[src/rtl/spi_flash_bitstream_reader.sv]
// Streams a byte range out of SPI configuration flash (READ 0x03, mode 0) onto a
// valid/ready byte port, holding SCK low whenever the one-byte output buffer is full.
//
// state   | meaning
// --------+----------------------------------------------------------
// S_IDLE  | waiting for start_i, CS high, SCK low
// S_CMD   | shifting 0x03 and the 24-bit address out on pico_o
// S_DATA  | clocking bytes in from poci_i, stalling SCK on back-pressure
// S_DRAIN | CS high, waiting for last handoff and CS idle time
// S_DONE  | one-cycle done_o pulse, then back to S_IDLE
module spi_flash_bitstream_reader #(
  parameter int CLK_DIV        = 2,
  parameter int CS_IDLE_CYCLES = 4
) (
  input  logic        clk,
  input  logic        reset,
  input  logic        start_i,
  input  logic [23:0] start_addr_i,
  input  logic [23:0] length_i,
  output logic        busy_o,
  output logic        done_o,
  output logic [7:0]  data_o,
  output logic        valid_o,
  input  logic        ready_i,
  output logic        sck_o,
  output logic        cs_o,
  output logic        pico_o,
  input  logic        poci_i
);

  localparam logic [7:0]  CMD_READ  = 8'h03;
  localparam logic [7:0]  DIV_LOAD  = 8'(CLK_DIV - 1);
  localparam int          IDLE_C    = (CS_IDLE_CYCLES > 0) ? CS_IDLE_CYCLES - 1 : 0;
  localparam logic [15:0] IDLE_LOAD = 16'(IDLE_C);

  typedef enum logic [2:0] {S_IDLE, S_CMD, S_DATA, S_DRAIN, S_DONE} state_t;

  state_t      state_q, state_d;
  logic [7:0]  div_q, div_d;
  logic        sck_q, sck_d;
  logic        cs_q, cs_d;
  logic        pico_q, pico_d;
  logic [30:0] cmd_sr_q, cmd_sr_d;
  logic [4:0]  bit_cnt_q, bit_cnt_d;
  logic [7:0]  rx_sr_q, rx_sr_d;
  logic [23:0] byte_cnt_q, byte_cnt_d;
  logic [23:0] len_q, len_d;
  logic        pend_q, pend_d;
  logic        last_q, last_d;
  logic [7:0]  data_q, data_d;
  logic        valid_q, valid_d;
  logic [15:0] idle_q, idle_d;
  logic        tick;

  always_ff @(posedge clk) begin
    if (reset) begin
      state_q    <= S_IDLE;
      div_q      <= '0;
      sck_q      <= 1'b0;
      cs_q       <= 1'b1;
      pico_q     <= 1'b0;
      cmd_sr_q   <= '0;
      bit_cnt_q  <= '0;
      rx_sr_q    <= '0;
      byte_cnt_q <= '0;
      len_q      <= '0;
      pend_q     <= 1'b0;
      last_q     <= 1'b0;
      data_q     <= '0;
      valid_q    <= 1'b0;
      idle_q     <= '0;
    end else begin
      state_q    <= state_d;
      div_q      <= div_d;
      sck_q      <= sck_d;
      cs_q       <= cs_d;
      pico_q     <= pico_d;
      cmd_sr_q   <= cmd_sr_d;
      bit_cnt_q  <= bit_cnt_d;
      rx_sr_q    <= rx_sr_d;
      byte_cnt_q <= byte_cnt_d;
      len_q      <= len_d;
      pend_q     <= pend_d;
      last_q     <= last_d;
      data_q     <= data_d;
      valid_q    <= valid_d;
      idle_q     <= idle_d;
    end
  end

  always_comb begin
    state_d    = state_q;
    div_d      = div_q;
    sck_d      = sck_q;
    cs_d       = cs_q;
    pico_d     = pico_q;
    cmd_sr_d   = cmd_sr_q;
    bit_cnt_d  = bit_cnt_q;
    rx_sr_d    = rx_sr_q;
    byte_cnt_d = byte_cnt_q;
    len_d      = len_q;
    pend_d     = pend_q;
    last_d     = last_q;
    data_d     = data_q;
    valid_d    = valid_q;
    idle_d     = idle_q;
    tick       = (div_q == 8'd0);

    // A completed byte waits in rx_sr_q (pend_q) until the output register is free.
    if (pend_q && (!valid_q || ready_i)) begin
      data_d  = rx_sr_q;
      valid_d = 1'b1;
      pend_d  = 1'b0;
    end else if (valid_q && ready_i) begin
      valid_d = 1'b0;
    end

    case (state_q)
      S_IDLE: begin
        if (start_i) begin
          len_d      = length_i;
          byte_cnt_d = '0;
          bit_cnt_d  = '0;
          last_d     = 1'b0;
          cmd_sr_d   = {CMD_READ[6:0], start_addr_i};
          div_d      = DIV_LOAD;
          if (length_i == 24'd0) begin
            state_d = S_DONE;
          end else begin
            state_d = S_CMD;
            cs_d    = 1'b0;
            pico_d  = CMD_READ[7];
          end
        end
      end
      S_CMD: begin
        if (!tick) begin
          div_d = div_q - 8'd1;
        end else begin
          div_d = DIV_LOAD;
          if (!sck_q) begin
            sck_d = 1'b1;
          end else begin
            sck_d = 1'b0;
            if (bit_cnt_q == 5'd31) begin
              state_d   = S_DATA;
              bit_cnt_d = '0;
              pico_d    = 1'b0;
            end else begin
              bit_cnt_d = bit_cnt_q + 5'd1;
              pico_d    = cmd_sr_q[30];
              cmd_sr_d  = {cmd_sr_q[29:0], 1'b0};
            end
          end
        end
      end
      S_DATA: begin
        if (!tick) begin
          div_d = div_q - 8'd1;
        end else if (sck_q) begin
          div_d = DIV_LOAD;
          sck_d = 1'b0;
          if (last_q) begin
            state_d = S_DRAIN;
            cs_d    = 1'b1;
            idle_d  = IDLE_LOAD;
          end
        end else if (!pend_q) begin
          // Rising edge only when the shift register is free; otherwise SCK holds low.
          div_d   = DIV_LOAD;
          sck_d   = 1'b1;
          rx_sr_d = {rx_sr_q[6:0], poci_i};
          if (bit_cnt_q[2:0] == 3'd7) begin
            bit_cnt_d  = '0;
            pend_d     = 1'b1;
            byte_cnt_d = byte_cnt_q + 24'd1;
            last_d     = ((byte_cnt_q + 24'd1) == len_q);
          end else begin
            bit_cnt_d = bit_cnt_q + 5'd1;
          end
        end
      end
      S_DRAIN: begin
        if (idle_q != 16'd0) begin
          idle_d = idle_q - 16'd1;
        end else if (!pend_q && !valid_q) begin
          state_d = S_DONE;
        end
      end
      S_DONE: begin
        state_d = S_IDLE;
      end
      default: state_d = S_IDLE;
    endcase
  end

  always_comb begin
    busy_o  = (state_q != S_IDLE);
    done_o  = (state_q == S_DONE);
    data_o  = data_q;
    valid_o = valid_q;
    sck_o   = sck_q;
    cs_o    = cs_q;
    pico_o  = pico_q;
  end

endmodule

[config.mk]
export PLATFORM = sky130hd
export DESIGN_NAME = spi_flash_bitstream_reader
export DESIGN_NICKNAME = d
export VERILOG_FILES = /design/src/rtl/spi_flash_bitstream_reader.sv
export SDC_FILE = /design/constraint.sdc
export NUM_CORES = 1
export LEC_CHECK = 0
export ABC_CLOCK_PERIOD_IN_PS = 3900
export CAP_MARGIN = 0
export CELL_PAD_IN_SITES_DETAIL_PLACEMENT = 0
export CELL_PAD_IN_SITES_GLOBAL_PLACEMENT = 2
export CORE_MARGIN = 5
export CORE_UTILIZATION = 36
export DETAILED_ROUTE_END_ITERATION = 6
export GPL_TIMING_DRIVEN = 1
export PLACE_DENSITY = 0.89
export SLEW_MARGIN = 20
export SYNTH_ARGS = -nofsm -noshare
export SYNTH_HDL_FRONTEND = slang
export SYNTH_SLANG_ARGS = --single-unit
[constraint.sdc]
create_clock -name clk -period 3.9 [get_ports clk]
set_clock_uncertainty 0.2 [all_clocks]
set_input_delay 0.78 -clock clk [delete_from_list [all_inputs] [get_ports clk]]
set_output_delay 0.78 -clock clk [all_outputs]
set_load 0.03 [all_outputs]
### Word level (Yosys, flattened, before mapping)

Cells that the tools add are included.

* add/sub/neg operators: 4
* $mul: 0
* div/mod/pow operators: 0
* $lt $le $gt $ge: 0
* equality and inequality tests: 23
* shifts and indexed selects: 0
* muxes and demuxes: 72
* bitwise logic cells: 2
* reduce and logical (&&, ||, !) cells: 28

Operators with widths (count)
* $mux W31: 4
* $mux W24: 5
* $mux W16: 4
* $pmux W31 S2: 1
* $pmux W24 S2: 1
* $mux W5: 8
* $mux W8: 5
* $pmux W16 S2: 1
* $mux W3: 10
* $ne A2 B2 Y1 const B: 15
* $mux W1: 26
* $add A24 B1 Y24 const B: 1
* $eq A24 B24 Y1: 1
* $logic_not A24 Y1: 1
* $pmux W8 S3: 1
* $reduce_bool A16 Y1: 1
* $sub A16 B1 Y16 const B: 1
* $pmux W5 S3: 1
* $reduce_and A5 Y1: 3
* $pmux W3 S4: 1
* $reduce_and A6 Y1: 2
* $reduce_bool A2 Y1: 5
* $reduce_and A9 Y1: 1
* $logic_not A8 Y1: 1
* other kinds (18): 29

* bits in registers: 133
* latch bits: 0
* bits in writable memories: 0
* memory bits (read-only): 0
* input bits: 53
* logic and storage cells: 144
* memories: 0

### Logic depth before layout (Yosys ltp)

Gate-level depths: netlist of the first run.

* depth in word-level cells: 9
* gate-level depth with buffers: 10
* mapped depth without buffers: 8

### Worst setup path before layout of the first run

Ideal clock, no wire load.

* path kind: register to register
* start: register byte_cnt_q[0]
* end: register last_q
* library setup time: 0.087 ns
* arrival time: 2.155 ns
* slack: 1.458 ns
* cell stages (with the launch flop): 8
* path buffers: 0
* path through: dfxtp_1 -> ha_1 -> nand3_1 -> nor4_2 -> nand2_1 -> xnor2_1 -> nand4_1 -> o31ai_1

* cells in the longest elaborated chain, start to end: 7

RTL lines
* start: declaration: RTL line 46 `logic [23:0] byte_cnt_q, byte_cnt_d;`
* start signal: assignment: RTL line 81 `byte_cnt_q <= byte_cnt_d;`
* $add A24 B1 Y24: RTL line 177 `last_d = ((byte_cnt_q + 24'd1) == len_q);`
* $eq A24 B24 Y1: RTL line 177
* $mux W1: RTL line 173 `if (bit_cnt_q[2:0] == 3'd7) begin`
* $mux W1: RTL line 168 `end else if (!pend_q) begin`
* $mux W1: RTL line 160 `end else if (sck_q) begin`
* $mux W1: RTL line 158 `if (!tick) begin`
* $pmux W1 S2: RTL line 118 `case (state_q)`
* end signal: assignment: RTL line 84 `last_q <= last_d;`
* end: declaration: RTL line 49 `logic last_q, last_d;`

No other way between the ends. The select of a mux whose other input is x is not followed.
A chain may end at the register's enable or synchronous reset.

### Worst setup path in the final report of the first run

* start: register state_q[1]
* end: output busy_o

* cells in the longest elaborated chain, start to end: 1

RTL lines
* start: declaration: RTL line 38 `state_t state_q, state_d;`
* start signal: assignment: RTL line 73 `state_q <= state_d;`
* $reduce_bool A3 Y1: RTL line 198 `busy_o = (state_q != S_IDLE);`
* end: declaration: RTL line 20 `output logic busy_o,`

No other way between the ends.

==> results of run 1 <==
metal layers:
metal  GRT usage  vias to the layer above
met3      0.0397                        9
li1            -                     3132
met4      0.0376                        0
met5           0                        -
met1       0.223                     2813
met2       0.263                       94
power breakdown:
part	total [µW]	internal [µW]	switching, µW
combinational	1120	438	685
clock	1850	1240	616
sequential	1680	1530	144
path summary, 6_finish.rpt:
| path | from | to | slack, ns | depth (start not counted) |
|---|---|---|---|---|
| max | state_q[1] | busy_o | 0.80 | 4 |
| min | rx_sr_q[7] | rx_sr_q[7] | 0.25 | 2 |
| max reg2reg | byte_cnt_q[5] | last_q | 0.96 | 7 |
| min reg2reg | rx_sr_q[7] | rx_sr_q[7] | 0.25 | 2 |
cells in the mapped netlist (9+ instances only):
| master | n |
|---|---|
| nand3_1 | 27 |
| nand2_1 | 141 |
| o21ai_0 | 37 |
| nor4_1 | 13 |
| mux2i_1 | 11 |
| or3_1 | 11 |
| a31oi_1 | 9 |
| nand4_1 | 19 |
| nor3_1 | 18 |
| xor2_1 | 21 |
| dfxtp_1 | 133 |
| inv_1 | 12 |
| xnor2_1 | 25 |
| a311oi_1 | 25 |
| nor2_1 | 100 |
| a21oi_1 | 88 |
| clkbuf_1 | 52 |
area by class of cell:
class / count / area [µm²] / area share
well taps: 229 / 287 / 0.0352
clock buffers: 21 / 460 / 0.0566
flip-flops and latches: 133 / 2660 / 0.327
repair buffers: 79 / 756 / 0.0928
inverters: 13 / 48.8 / 0.00599
clock inverters: 11 / 221 / 0.0272
multi-input cells: 655 / 3710 / 0.455
worst max-delay path, cell delays in order, from the launching register on:
cell and delay [ns]:
dfxtp_1 0.59, or2_2 0.23, nor2_1 0.06, inv_1 0.14
clkdlybuf4s50_1 0.68
layout by cell type (no fill, tap or decap), drive strengths merged, types with 6 or more instances in the layout:
master         Yosys  routed
clkdlybuf4s50      0      65
mux2i             11      11
a21oi             88      88
a311oi            25      25
nand4             19      19
clkbuf            52      21
nand2            141     141
and3               8       8
nor2             100     100
or3               11      11
inv               12      13
nand3b             7       7
nand3             27      27
dfxtp            133     133
xnor2             25      25
nor2b              8       8
xor2              21      21
nor3              18      18
o21ai             38      38
buf               13      14
a31oi              9       9
and4               6       6
bufinv             0       6
ha                 8       8
nor4              16      16
state kept, by name, indices dropped and copies added (netlist names), 3 cells and up:
signal      cells
bit_cnt_q       5
rx_sr_q         8
cmd_sr_q       31
data_o          8
len_q          24
byte_cnt_q     24
idle_q         16
div_q           8
state_q         3
stage by stage:
stage	instances	instance area (µm²)	util	hold WS (ns)	total power, µW
after floorplan	866	6680	-	0.226	2520
after global placement	1109	7460	0.412	0.239	2830
after detailed placement	1109	7460	0.412	0.245	2840
after CTS	1141	8140	0.450	0.252	4710
after global routing	1141	8140	0.450	0.276	4930
final	1141	8140	0.450	0.250	4660
cell families after synthesis:
group | count (synthesis) | synth area share
muxes | 11 | 0.0165
xor gates and xnor gates | 46 | 0.0603
and+or+nand+nor | 394 | 0.285
buffers and inverters | 78 | 0.0465
adders and majority gates | 8 | 0.0150
AOI/OAI and AO/OA | 196 | 0.178
DFF | 133 | 0.399
==> summary.txt, run 1 <==
Status
  • Outcome: finished clean

Drt
  • Routed wire length: approximately 17000 µm
  • DRC viols: 0
  • Post-DR wirelength/cell: 15.2 µm
  • Topmost layer with routed signal wires: met4
  • Wire length on met1: 8520 µm
  • Via-to-Cell Ratio: 5.30
  • Routed wl met2: 8130 µm
  • Iteration-0 DRC Markers: ~450
  • Drt pass-1 iters: 5
  • Vias: 6048
  • Wire length on met3: 607 µm
  • Post-DRT Antenna Nets: 0

Synthesis
  • Post-synth top area cell: dfxtp_1
  • Synth warn: 0
  • Post-synth cell types: 56
  • Post-synth EDFFs: 0
  • Syn_area_per_cell: 7.71 µm²
  • Largest cells by area after synthesis: dfxtp_1, nand2_1, a21oi_1
  • Top_reg_cell synth: dfxtp_1
  • Seq/Total Area, Yosys: 0.399
  • Mapped Cells: ~870
  • Mapped Area: 6680 µm²
  • Post-synthesis register bit count: 133
  • Ys async rst share: 0
  • Mapped Nets: 927
  • Top cell type's share of synthesized area: 0.399

CTS
  • Clk sink count: about 130
  • Root cell of the clock tree: clkbuf_16
  • Clk buf depth: 2
  • Post-cts hold buffer count: 0
  • # H-tree levels: 4
  • Postcts setup bufs: 0
  • Worst-skew pair later-pin latency: approximately 0.42 ns
  • CTS tree: built
  • Post-CTS sizing: 0
  • CTS buffer count: 17
  • Clk slew on worst S/H paths: 0.06 ns

Die
  • Core footprint: approximately 18000 µm²
  • Starting density of the core: 0.369
  • Die area: 21400 µm²
  • Row count: 49
  • Die W: 146 µm
  • Io pins: 67
  • Height of the die: about 150 µm

Finish
  • Final-stage net count: 960
  • Layout cells sized above 1: 0.0603
  • ANT cells: 0
  • Fill count: 1770
  • Area grow syn2layout: 21.9%

GRT
  • Total GRT Usage: 0.163
  • Initial antenna violation count: 0
  • Vias in the first global route: 5705
  • Grt ovf: 0
  • Pin count of the biggest net entering global routing: 65
  • First-pass GRT wire length: 29100 µm

STA
  • Fin. max-slew vios: 0
  • Least-Margin Pin Slew: 0.954 ns
  • Unrepaired setup endpoints after global routing: no
  • Hold Violations, Final: 0
  • Setup WS post-layout: between 0.8 and 0.9 ns
  • Setup violations, final: 0
  • Fmax achieved: 0.323 GHz
  • Setup_tns: 0 ns
  • Tmin final: 3.10 ns
  • Slew HR: 0.363
  • Final Cycle Share: 0.794

Placed design
  • GPL Wtd Cong: 0.816
  • PortBufs: 66
  • Setup WS pre-CTS: ~0.87 ns
  • HPWL Detailed: 11500 µm

Power
  • Leak Pwr: 0.00292 µW
  • P per Cell Area: 572 nW/µm²
  • Worst VDD drop: ~0.28 mV

Flow run
  • Max-cap viol count: 0

Setup path
  • Arrival time at the worst endpoint: 2.12 ns
  • Req. time, crit path: between 2 and 3 ns
  • Critical-path maximum fanout: 13
  • Crit start category: flip-flop
  • Critical path class: reg2out
  • Critical Path Sink Type: output port

Worst hold path
  • Hold Crit Class: reg2reg
No activity file was read; power rests on OpenSTA's default activity.
==> run 2, diff against run 1 <==
--- a/config.mk
+++ b/config.mk
@@ -5,15 +5,15 @@
 export SDC_FILE = /design/constraint.sdc
 export NUM_CORES = 1
 export LEC_CHECK = 0
-export ABC_CLOCK_PERIOD_IN_PS = 3900
+export ABC_CLOCK_PERIOD_IN_PS = 2800
 export CAP_MARGIN = 0
 export CELL_PAD_IN_SITES_DETAIL_PLACEMENT = 0
 export CELL_PAD_IN_SITES_GLOBAL_PLACEMENT = 2
 export CORE_MARGIN = 5
-export CORE_UTILIZATION = 36
+export CORE_UTILIZATION = 30
 export DETAILED_ROUTE_END_ITERATION = 6
 export GPL_TIMING_DRIVEN = 1
-export PLACE_DENSITY = 0.89
+export PLACE_DENSITY = 0.79
 export SLEW_MARGIN = 20
 export SYNTH_ARGS = -nofsm -noshare
 export SYNTH_HDL_FRONTEND = slang
==> constraint.sdc (replaced) <==
create_clock -name clk -period 2.8 [get_ports clk]
set_clock_uncertainty 0.2 [all_clocks]
set_input_delay 0.56 -clock clk [delete_from_list [all_inputs] [get_ports clk]]
set_output_delay 0.56 -clock clk [all_outputs]
set_load 0.03 [all_outputs]
==> summary.txt, run 2 (synthesized netlist as in run 1, its figures left out) <==
STA
  • Final hold slack: 0.251 ns
  • Unrepaired setup endpoints after global routing: no
  • Setup WS post-layout: 0.125 ns
  • Final Cycle Share: 0.955
  • Fmax achieved: 0.374 GHz
  • Hold Violations, Final: 0
  • Slew HR: 0.545
  • Setup violations, final: 0
  • Fin. max-slew vios: 0
  • Tmin final: 2.67 ns
  • Least-Margin Pin Slew: approximately 0.68 ns
  • Setup_tns: 0 ns

GRT
  • Vias in the first global route: 5774
  • Total GRT Usage: 0.138
  • Initial antenna violation count: 0
  • Pin count of the biggest net entering global routing: 121
  • Grt ovf: 0
  • First-pass GRT wire length: 29300 µm

Finish
  • Layout cells sized above 1: 0.0927
  • Top Registers: cmd_sr_q x31, byte_cnt_q x24, len_q x24
  • ANT cells: 0
  • Largest register FFs: 31
  • Commonest cells after routing, fill and taps aside: nand2_1, dfxtp_1, nor2_1, a21oi_1, clkdlybuf4s50_1
  • Finished Cell Area: 8430 µm²
  • Top reg by flops: cmd_sr_q
  • Commonest non-fill, non-tap cell in the layout: nand2_1
  • Final std cells w/o fill: 1219
  • Final-stage net count: 988
  • Area grow syn2layout: 26.2%

Worst hold path
  • Worst Hold End: cmd_sr_q[29]
  • Hold Crit Class: reg2reg
  • Hold path start: cmd_sr_q[29]
  • Worst Hold Depth: 2

Die
  • Row count: 54
  • Io pins: 67
  • Starting density of the core: 0.305
  • Height of the die: between 150 and 200 µm
  • Die area: 25300 µm²
  • Core footprint: ~22000 µm²
  • Die W: ~160 µm

Drt
  • Post-DRT Antenna Nets: 0
  • Post-DR wirelength/cell: 14.7 µm
  • Drt pass-1 iters: 4
  • Via-to-Cell Ratio: 5.03
  • Iteration-0 DRC Markers: 286
  • Routed wire length: 17900 µm
  • Vias: 6136
  • DRC viols: 0

Status
  • Outcome: finished clean

Setup path
  • Critical-path maximum fanout: 8
  • Req. time, crit path: 2.04 ns
  • Worst reg2reg setup slack: 0.31 ns
  • Crit start category: flip-flop
  • Arrival time at the worst endpoint: 1.91 ns
  • R2R Path End: byte_cnt_q[21]
  • Critical path class: reg2out
  • Worst r2r src: byte_cnt_q[3]
  • Critical Path Sink Type: output port
  • Cell count of the worst reg-to-reg path: 5

Placed design
  • PortBufs: 66
  • Placed insts: 1188
  • HPWL Detailed: between 10000 and 15000 µm
  • Setup WS pre-CTS: 0.140 ns
  • DP Area: roughly 7800 µm²
  • GPL Wtd Cong: 0.793

CTS
  • CTS tree: built
  • Postcts setup bufs: 0
  • Clk buf depth: 2
  • CTS buffer count: 17
  • # H-tree levels: 4
  • Clk sink count: 133
  • Post-cts hold buffer count: 0
  • Clk slew on worst S/H paths: 0.06 ns
  • Root cell of the clock tree: clkbuf_16
  • Worst-skew pair later-pin latency: about 0.42 ns

Power
  • Leak Pwr: 0.00306 µW
  • P per Cell Area: 766 nW/µm²
  • Worst VDD drop: between 0.3 and 0.4 mV

Flow run
  • Max-cap viol count: 0
-- run 2: changes by cell type in the layout (fill, tap and decap cells not counted), moves of 2 or more --
cell,previous run,this run
buf_12,0,3
buf_4,14,39
clkbuf_1,2,0
clkinv_2,0,3
-- run 2: layout make-up --
type | instances | area (µm²)
Timing Repair Buffer | 107 | 1000
Fill cell | 2297 | 13500
Inverter | 13 | 48.8
Tap cell | 280 | 350
Clock buffer | 18 | 439
Multi-Input combinational cell | 655 | 3720
Clock inverter | 13 | 205
Sequential cell | 133 | 2660
-- run 2: how the worst max path moves through the flow --
| stage | from | to | slack (ns) | depth (start not counted) |
|---|---|---|---|---|
| after floorplan | byte_cnt_q[0] | last_q | 0.36 | 7 |
| after global placement | byte_cnt_q[0] | last_q | 0.18 | 7 |
| after detailed placement | byte_cnt_q[0] | last_q | 0.14 | 7 |
| after CTS | state_q[1] | done_o | 0.08 | 3 |
| after global routing | div_q[0] | idle_q[3] | 0.03 | 10 |
| final | state_q[1] | done_o | 0.13 | 3 |
-- run 2: power breakdown --
part | switching [µW] | total (µW) | internal, µW
logic | 994 | 1680 | 681
clock network | 860 | 2460 | 1600
registers | 186 | 2320 | 2140
-- run 2: stage by stage --
stage	utilization	total power, µW
final	0.385	6460
after global routing	0.385	6840
after CTS	0.384	6540
after detailed placement	0.355	4060
after global placement	0.355	4060
after floorplan	-	3510
-- run 2: repair_timing --
item                                    4_1_cts  5_1_grt
gates resized for setup                       1        3
cloned                                        0        0
endpoints found under the setup margin        1        1
-- run 2: critical path, stage by stage, from the launching register on --
cell and delay [ns]:
dfxtp_1 0.36, buf_4 0.19, nor3b_1 0.24, clkdlybuf4s50_1 0.71
-- run 2: metal layers --
layer | part of all wire | global-route usage | up-vias
met2 | 0.46 | 0.223 | 116
met5 | 0 | 0 | -
li1 | - | - | 3180
met3 | 0.048 | 0.0362 | 15
met4 | 0.013 | 0.0399 | 0
met1 | 0.48 | 0.180 | 2825
